**src/rtl/i2c_target_ctrl.sv**
```systemverilog
// i2c_target_ctrl: I2C target with a 7-bit address and an internal register file.
// SCL/SDA are oversampled on clk; SDA is only ever pulled low (open drain).
//   clk, rst_n        system clock, synchronous active-low reset
//   scl_i, sda_i      raw pad inputs (asynchronous)
//   sda_oe            1 = pull SDA low, 0 = release
//   busy              addressed transaction in progress
//   wr_valid/addr/data one-clk commit strobe for each written register byte
module i2c_target_ctrl #(
  parameter logic [6:0]  TARGET_ADDR = 7'h55,
  parameter int unsigned MEM_DEPTH   = 128,
  parameter logic [7:0]  RST_VAL     = 8'h00
) (
  input  logic       clk,
  input  logic       rst_n,
  input  logic       scl_i,
  input  logic       sda_i,
  output logic       sda_oe,
  output logic       busy,
  output logic       wr_valid,
  output logic [6:0] wr_addr,
  output logic [7:0] wr_data
);

  typedef enum logic [3:0] {
    IDLE, ADDR, ADDR_ACK, PTR, PTR_ACK, WDATA, WDATA_ACK, RDATA, RDATA_ACK, IGNORE
  } state_t;

  logic scl_s1_q, scl_s2_q, scl_h_q;
  logic sda_s1_q, sda_s2_q, sda_h_q;

  state_t     state_q, state_d;
  logic [3:0] cnt_q, cnt_d;
  logic [7:0] shift_q, shift_d;
  logic [7:0] tx_q, tx_d;
  logic [6:0] ptr_q, ptr_d;
  logic       sda_oe_q, sda_oe_d;
  logic       busy_q, busy_d;
  logic       wr_valid_q, wr_valid_d;
  logic [6:0] wr_addr_q, wr_addr_d;
  logic [7:0] wr_data_q, wr_data_d;
  logic       mem_we;

  logic [7:0] mem_q [MEM_DEPTH];

  logic scl_rise, scl_fall, start_det, stop_det;
  logic ptr_in_range;
  logic [7:0] rd_byte;

  assign scl_rise  = scl_s2_q & ~scl_h_q;
  assign scl_fall  = ~scl_s2_q & scl_h_q;
  assign start_det = scl_s2_q & scl_h_q & ~sda_s2_q & sda_h_q;
  assign stop_det  = scl_s2_q & scl_h_q & sda_s2_q & ~sda_h_q;

  if (MEM_DEPTH >= 128) begin : g_full
    assign ptr_in_range = 1'b1;
  end else begin : g_part
    assign ptr_in_range = 32'(ptr_q) < MEM_DEPTH;
  end

  assign rd_byte = ptr_in_range ? mem_q[ptr_q] : 8'hFF;

  always_comb begin
    state_d    = state_q;
    cnt_d      = cnt_q;
    shift_d    = shift_q;
    tx_d       = tx_q;
    ptr_d      = ptr_q;
    sda_oe_d   = sda_oe_q;
    busy_d     = busy_q;
    wr_valid_d = 1'b0;
    wr_addr_d  = wr_addr_q;
    wr_data_d  = wr_data_q;
    mem_we     = 1'b0;

    if (stop_det) begin
      state_d  = IDLE;
      sda_oe_d = 1'b0;
      busy_d   = 1'b0;
      cnt_d    = '0;
    end else if (start_det) begin
      state_d  = ADDR;
      sda_oe_d = 1'b0;
      cnt_d    = '0;
    end else begin
      if (scl_rise && (state_q == ADDR || state_q == PTR || state_q == WDATA)) begin
        shift_d = {shift_q[6:0], sda_s2_q};
        cnt_d   = cnt_q + 4'd1;
      end
      case (state_q)
        IDLE: ;
        ADDR: begin
          if (scl_fall && cnt_q == 4'd8) begin
            cnt_d = '0;
            if (shift_q[7:1] == TARGET_ADDR) begin
              sda_oe_d = 1'b1;
              busy_d   = 1'b1;
              state_d  = ADDR_ACK;
            end else begin
              busy_d  = 1'b0;
              state_d = IGNORE;
            end
          end
        end
        ADDR_ACK: begin
          if (scl_fall) begin
            // shift_q[0] still holds R/W: no bits are shifted during ACK.
            if (shift_q[0]) begin
              sda_oe_d = ~rd_byte[7];
              tx_d     = {rd_byte[6:0], 1'b0};
              cnt_d    = 4'd1;
              state_d  = RDATA;
            end else begin
              sda_oe_d = 1'b0;
              cnt_d    = '0;
              state_d  = PTR;
            end
          end
        end
        PTR: begin
          if (scl_fall && cnt_q == 4'd8) begin
            ptr_d    = shift_q[6:0];
            sda_oe_d = 1'b1;
            cnt_d    = '0;
            state_d  = PTR_ACK;
          end
        end
        PTR_ACK, WDATA_ACK: begin
          if (scl_fall) begin
            sda_oe_d = 1'b0;
            cnt_d    = '0;
            state_d  = WDATA;
          end
        end
        WDATA: begin
          if (scl_fall && cnt_q == 4'd8) begin
            mem_we     = ptr_in_range;
            wr_valid_d = 1'b1;
            wr_addr_d  = ptr_q;
            wr_data_d  = shift_q;
            ptr_d      = ptr_q + 7'd1;
            sda_oe_d   = 1'b1;
            cnt_d      = '0;
            state_d    = WDATA_ACK;
          end
        end
        RDATA: begin
          if (scl_fall) begin
            if (cnt_q == 4'd8) begin
              sda_oe_d = 1'b0;
              ptr_d    = ptr_q + 7'd1;
              cnt_d    = '0;
              state_d  = RDATA_ACK;
            end else begin
              sda_oe_d = ~tx_q[7];
              tx_d     = {tx_q[6:0], 1'b0};
              cnt_d    = cnt_q + 4'd1;
            end
          end
        end
        RDATA_ACK: begin
          // cnt_q == 1 marks a master ACK seen on the rise; the next byte starts on the fall.
          if (scl_rise) begin
            if (sda_s2_q) state_d = IGNORE;
            else          cnt_d   = 4'd1;
          end else if (scl_fall && cnt_q == 4'd1) begin
            sda_oe_d = ~rd_byte[7];
            tx_d     = {rd_byte[6:0], 1'b0};
            cnt_d    = 4'd1;
            state_d  = RDATA;
          end
        end
        IGNORE: sda_oe_d = 1'b0;
        default: begin
          state_d  = IDLE;
          sda_oe_d = 1'b0;
        end
      endcase
    end
  end

  always_ff @(posedge clk) begin
    if (!rst_n) begin
      scl_s1_q   <= 1'b1;
      scl_s2_q   <= 1'b1;
      scl_h_q    <= 1'b1;
      sda_s1_q   <= 1'b1;
      sda_s2_q   <= 1'b1;
      sda_h_q    <= 1'b1;
      state_q    <= IDLE;
      cnt_q      <= '0;
      shift_q    <= '0;
      tx_q       <= '0;
      ptr_q      <= '0;
      sda_oe_q   <= 1'b0;
      busy_q     <= 1'b0;
      wr_valid_q <= 1'b0;
      wr_addr_q  <= '0;
      wr_data_q  <= '0;
      for (int unsigned i = 0; i < MEM_DEPTH; i++) mem_q[i] <= RST_VAL;
    end else begin
      scl_s1_q   <= scl_i;
      scl_s2_q   <= scl_s1_q;
      scl_h_q    <= scl_s2_q;
      sda_s1_q   <= sda_i;
      sda_s2_q   <= sda_s1_q;
      sda_h_q    <= sda_s2_q;
      state_q    <= state_d;
      cnt_q      <= cnt_d;
      shift_q    <= shift_d;
      tx_q       <= tx_d;
      ptr_q      <= ptr_d;
      sda_oe_q   <= sda_oe_d;
      busy_q     <= busy_d;
      wr_valid_q <= wr_valid_d;
      wr_addr_q  <= wr_addr_d;
      wr_data_q  <= wr_data_d;
      if (mem_we) mem_q[ptr_q] <= shift_q;
    end
  end

  assign sda_oe   = sda_oe_q;
  assign busy     = busy_q;
  assign wr_valid = wr_valid_q;
  assign wr_addr  = wr_addr_q;
  assign wr_data  = wr_data_q;

endmodule

```
**config.mk**
```make
export PLATFORM = sky130hd
export DESIGN_NAME = i2c_target_ctrl
export DESIGN_NICKNAME = d
export VERILOG_FILES = /design/src/rtl/i2c_target_ctrl.sv
export SDC_FILE = /design/constraint.sdc
export NUM_CORES = 2
export LEC_CHECK = 0
export BUFFER_PORTS_ARGS = -buffer_cell sky130_fd_sc_hd__buf_2
export CORE_MARGIN = 1.5
export CORE_UTILIZATION = 30
export CTS_CLUSTER_DIAMETER = 200
export DETAILED_ROUTE_END_ITERATION = 7
export PLACE_DENSITY_LB_ADDON = 0.05
export SETUP_SLACK_MARGIN = 0.05
export SLEW_MARGIN = 20
export SYNTH_ARGS = -nofsm -noshare
export SYNTH_HDL_FRONTEND = slang
export SYNTH_SLANG_ARGS = --single-unit
```
**constraint.sdc**
```tcl
create_clock -name clk -period 8.5 [get_ports clk]
set_clock_uncertainty 0.2 [all_clocks]
set_input_delay 1.275 -clock clk [delete_from_list [all_inputs] [get_ports clk]]
set_output_delay 1.275 -clock clk [all_outputs]
set_load 0.005 [all_outputs]
```
# Word-level counts from Yosys, hierarchy flattened

Memory sizes are Yosys's and may differ from the RTL's. A register that Yosys moved wholly into a read port is not among the register bits.
Cells that the tools add are included.
Widths: inputs -> output; s select.

Divide/modulo/power cells: 0
Bitwise operators: 18
Eq/ne operators: 37
$add $sub $neg: 2
Multiply operators: 0
Reductions and logical operators: 23
Shift-type cells: 0
Order comparisons: 0
Mux-type cells: 62

Operators with widths:

| kind                | number |
|---|---|
| $mux 4              | 20 |
| $mux 8              | 7 |
| $mux 7              | 7 |
| $pmux 4 s8          | 1 |
| $pmux 8 s3          | 1 |
| $mux 1              | 22 |
| $pmux 7 s3          | 1 |
| $pmux 4 s5          | 1 |
| $reduce_and 10->1   | 2 |
| $ne 3x3->1 const B  | 6 |
| $reduce_and 9->1    | 2 |
| $eq 4x3->1 const B  | 4 |
| $ne 2x2->1 const B  | 8 |
| $eq 4x4->1 const B  | 3 |
| $ne 2x1->1 const B  | 6 |
| $not 1->1           | 11 |
| $ne 3x2->1 const B  | 3 |
| $eq 4x1->1 const B  | 2 |
| $eq 4x2->1 const B  | 2 |
| $ne 4x4->1 const B  | 2 |
| $reduce_or 2->1     | 4 |
| $reduce_or 8->1     | 1 |
| $add 7x1->7 const B | 1 |
| $and 1x1->1         | 7 |
| other kinds (12)    | 18 |

Output and inout port bits: 18
Bits in registers: 55
Memories kept: 1
Bits in read-only memories: 0
Latch bits: 0
Word-level logic and storage cells: 160
Memory bits (writable): 1024

Memories:

| name  | depth | width | rd ports | clocked after Yosys merged registers in | wr ports | line | source |
|---|---|---|---|---|---|---|---|
| mem_q | 128   | 8     | 1        | 1                                       | 128      | 43   | `logic [7:0] mem_q [MEM_DEPTH];` |

# Logic depth before layout (Yosys ltp)

Depth in word-level cells: 12
Depth in mapped cells: 11
Depth with buffers taken out: 8

# Worst setup path before layout

OpenSTA, ideal clock, no wires.

Path type: in2reg
Start point: input port rst_n
End point: memory mem_q[17][0] (enable)
Data required time: 7.916 ns
Cell stages on the path: 6
Data arrival time: 2.914 ns
Slack: 5.002 ns
Library setup time: 0.384 ns
Path buffers: 2
Path through: inv_2 -> nor3_1 -> nand3_1 -> clkbuf_1 -> clkbuf_1 -> o21ai_0

RTL lines:

| what               | line | source |
|---|---|---|
| start: declaration | 14   | `input logic rst_n,` |
| end: declaration   | 43   |  |

==> results.txt <==
Seq/Total Area, Yosys = 62.6%
ys async rst share = 0%
first-pass GRT wire length = 244 mm
Area Growth Syn to Fin = 12.4%
CTS max path bufs = 3
# resized after CTS = 0
CTS H-Tree Depth = 4
Startpoint Class = flip-flop
Setup WS post-layout = 3.96 ns
vias in the first global route = 31100
WS Path Type = flip-flop to flip-flop
crit path max fanout = 25
Peak VDD IR = 0.203 mV
Wirelength per Cell = 29.4 µm
post-layout instance area = 57400 µm²
Yosys reg bits = 1085
most frequent cells in the layout = edfxtp_1 (1024), and2_1 (793), mux4_2 (239)
Worst-path clk slew = 0.05 ns
Lkg Pwr = 18.6 nW
DRT Pass-1 Iters = 5
detailed placement HPWL = 109 mm
Num CTS Buffers = 135
pwr/cell area = 210 nW/µm²
Rel. slew slack = 21.3%
CP Data Arrival Time = 4.71 ns
Total GRT Usage = 19.9%
Rows = 151
ys flop type = edfxtp_1
pre-CTS setup slack = 3.43 ns
# IOs = 22
outcome = completed
worst slew pin tran = 1.18 ns
Hold WC Path Type = flip-flop to flip-flop
CTS tree = built
vias = 30500
layout cells sized above 1 = 17.9%
Starting DRT DRC Count = 2597
max_cap viols = 0
dpl cell area = 53200 µm²
CTS Hold Bufs = 0
GRT overflow = 0
DR vias/cell = 5.19
drt total wl = 173 mm
Post-synth EDFFs = 1024
final net count = 3559
Port Buffers = 21
post-route total power = 12.0 mW
Clock Tree Root = clkbuf_16
Die Span Y = 415 µm
antenna violations before repair = 5
syn_nets = 3621
area leader, netlist = edfxtp_1
Residual DRC = 0
CTS Sinks = 1085
setup TNS = 0 ns
core area = 169000 µm²
commonest non-fill, non-tap cell in the layout = edfxtp_1
Synth area leaders = edfxtp_1 (60%), mux4_2 (11%), and2_1 (9.7%)
die area = 173000 µm²
share of the synthesized area in the top cell type = 60.2%
Peak Freq = 220 MHz
Synth warnings = 0
Required @ worst endpoint = 8.67 ns
RSZ-0062 raised after global routing = no
CP endpoint kind = flip-flop
DRT antenna net count = 0
Die W = 415 µm
setup bufs post-CTS = 0
Placer Congestion = 0.826
Initial Util = 30.2%
worst skew pair latency = 0.77 ns
fin. max-slew vios = 0
Synth cell types = 90
min Tclk post-route = 4.54 ns
Hold Vio Cnt, Final = 0
Filler cells = 16200
Mean Syn Cell Area = 14.1 µm²
worst hold margin = 0.209 ns
post-synthesis cell count = 3613
final setup fails = 0
Post-Syn Area = 51000 µm²
largest net degree at the start of global routing = 130
period utilization = 53.4%
==> synth_stat cells, types with 11 or more instances <==
master,instances
o21ai_0,135
nor3_1,126
and2_1,793
mux4_2,239
a21oi_1,64
inv_1,12
nor2_1,126
a22oi_1,26
nand2b_1,22
buf_2,50
o22ai_1,15
clkbuf_1,219
a31oi_1,13
o21ai_1,12
nand2_1,142
nor2_2,32
nand3_1,33
buf_6,24
mux2_2,12
buf_4,20
a211oi_1,11
mux2i_1,69
nor2b_1,21
a221oi_1,13
and3_1,120
dfxtp_1,61
edfxtp_1,1024
nor2_4,11
==> per-stage QoR <==
step / cells / util, %
floorplan: 3613 / -
global placement: 5630 / 31.5
detailed placement: 5631 / 31.5
CTS: 5873 / 33.9
global route: 5875 / 33.9
finish: 5877 / 33.9
==> registers in the layout, summed over array words and instances (netlist names), 4 cells and up, named ones only <==
signal,cells
ptr_q,7
shift_q,8
mem_q,1024
wr_data,8
cnt_q,4
state_q,4
wr_addr,7
tx_q,7
==> where the power goes <==
part           leakage (nW)  switching, mW  internal, mW
logic                  6.34          0.216         0.115
clock network          2.02           2.33          3.19
registers              10.2         0.0949          6.08
==> per-layer routing <==
layer  wire length [µm]  GRT usage [%]  vias to the layer above
met5                  0              0                        -
met4               3930           5.12                        0
met3               7120           2.92                      212
met2              81800           32.2                      746
met1              79700           27.9                    16200
li1                   -              -                    13400
==> final timing paths <==
| path | end | slack, ns | depth (start not counted) | start |
|---|---|---|---|---|
| setup reg to reg | mem_q[91][7] | 3.96 | 7 | scl_h_q |
| setup / recovery | mem_q[91][7] | 3.96 | 7 | scl_h_q |
| hold reg to reg | scl_s2_q | 0.21 | 1 | scl_s1_q |
| hold / removal | scl_s2_q | 0.21 | 1 | scl_s1_q |
==> cells by family after synthesis <==
group / count (synthesis) / synth area share (%)
muxes: 324 / 12.4
xor gates and xnor gates: 2 / 0.0343
adders and majority gates: 4 / 0.0981
and+or+nand+nor: 1487 / 16.9
DFF: 1085 / 62.6
AOI/OAI and AO/OA: 364 / 4.54
buffers and inverters: 347 / 3.40
==> layout make-up <==
type                            instances  area (µm²)  share of cell area, %
Antenna cell                            3        7.51                 0.0131
Tap cell                             2218        2780                   4.84
Multi-Input combinational cell       2181       17400                   30.2
Timing Repair Buffer                  132        1040                   1.81
Clock inverter                         61         458                  0.798
Clock buffer                          181        3690                   6.42
Inverter                               16        63.8                  0.111
Sequential cell                      1085       32000                   55.8
==> critical path: stages, from the launching register on <==
cell and delay [ns]:
dfxtp_1 0.45, nor2b_1 0.74, nand2_1 0.23, nor3_2 0.20, buf_4 0.29, nand3_2 0.58, buf_4 0.52, o21ai_0 0.88
Power figures use the tool's default switching activity.
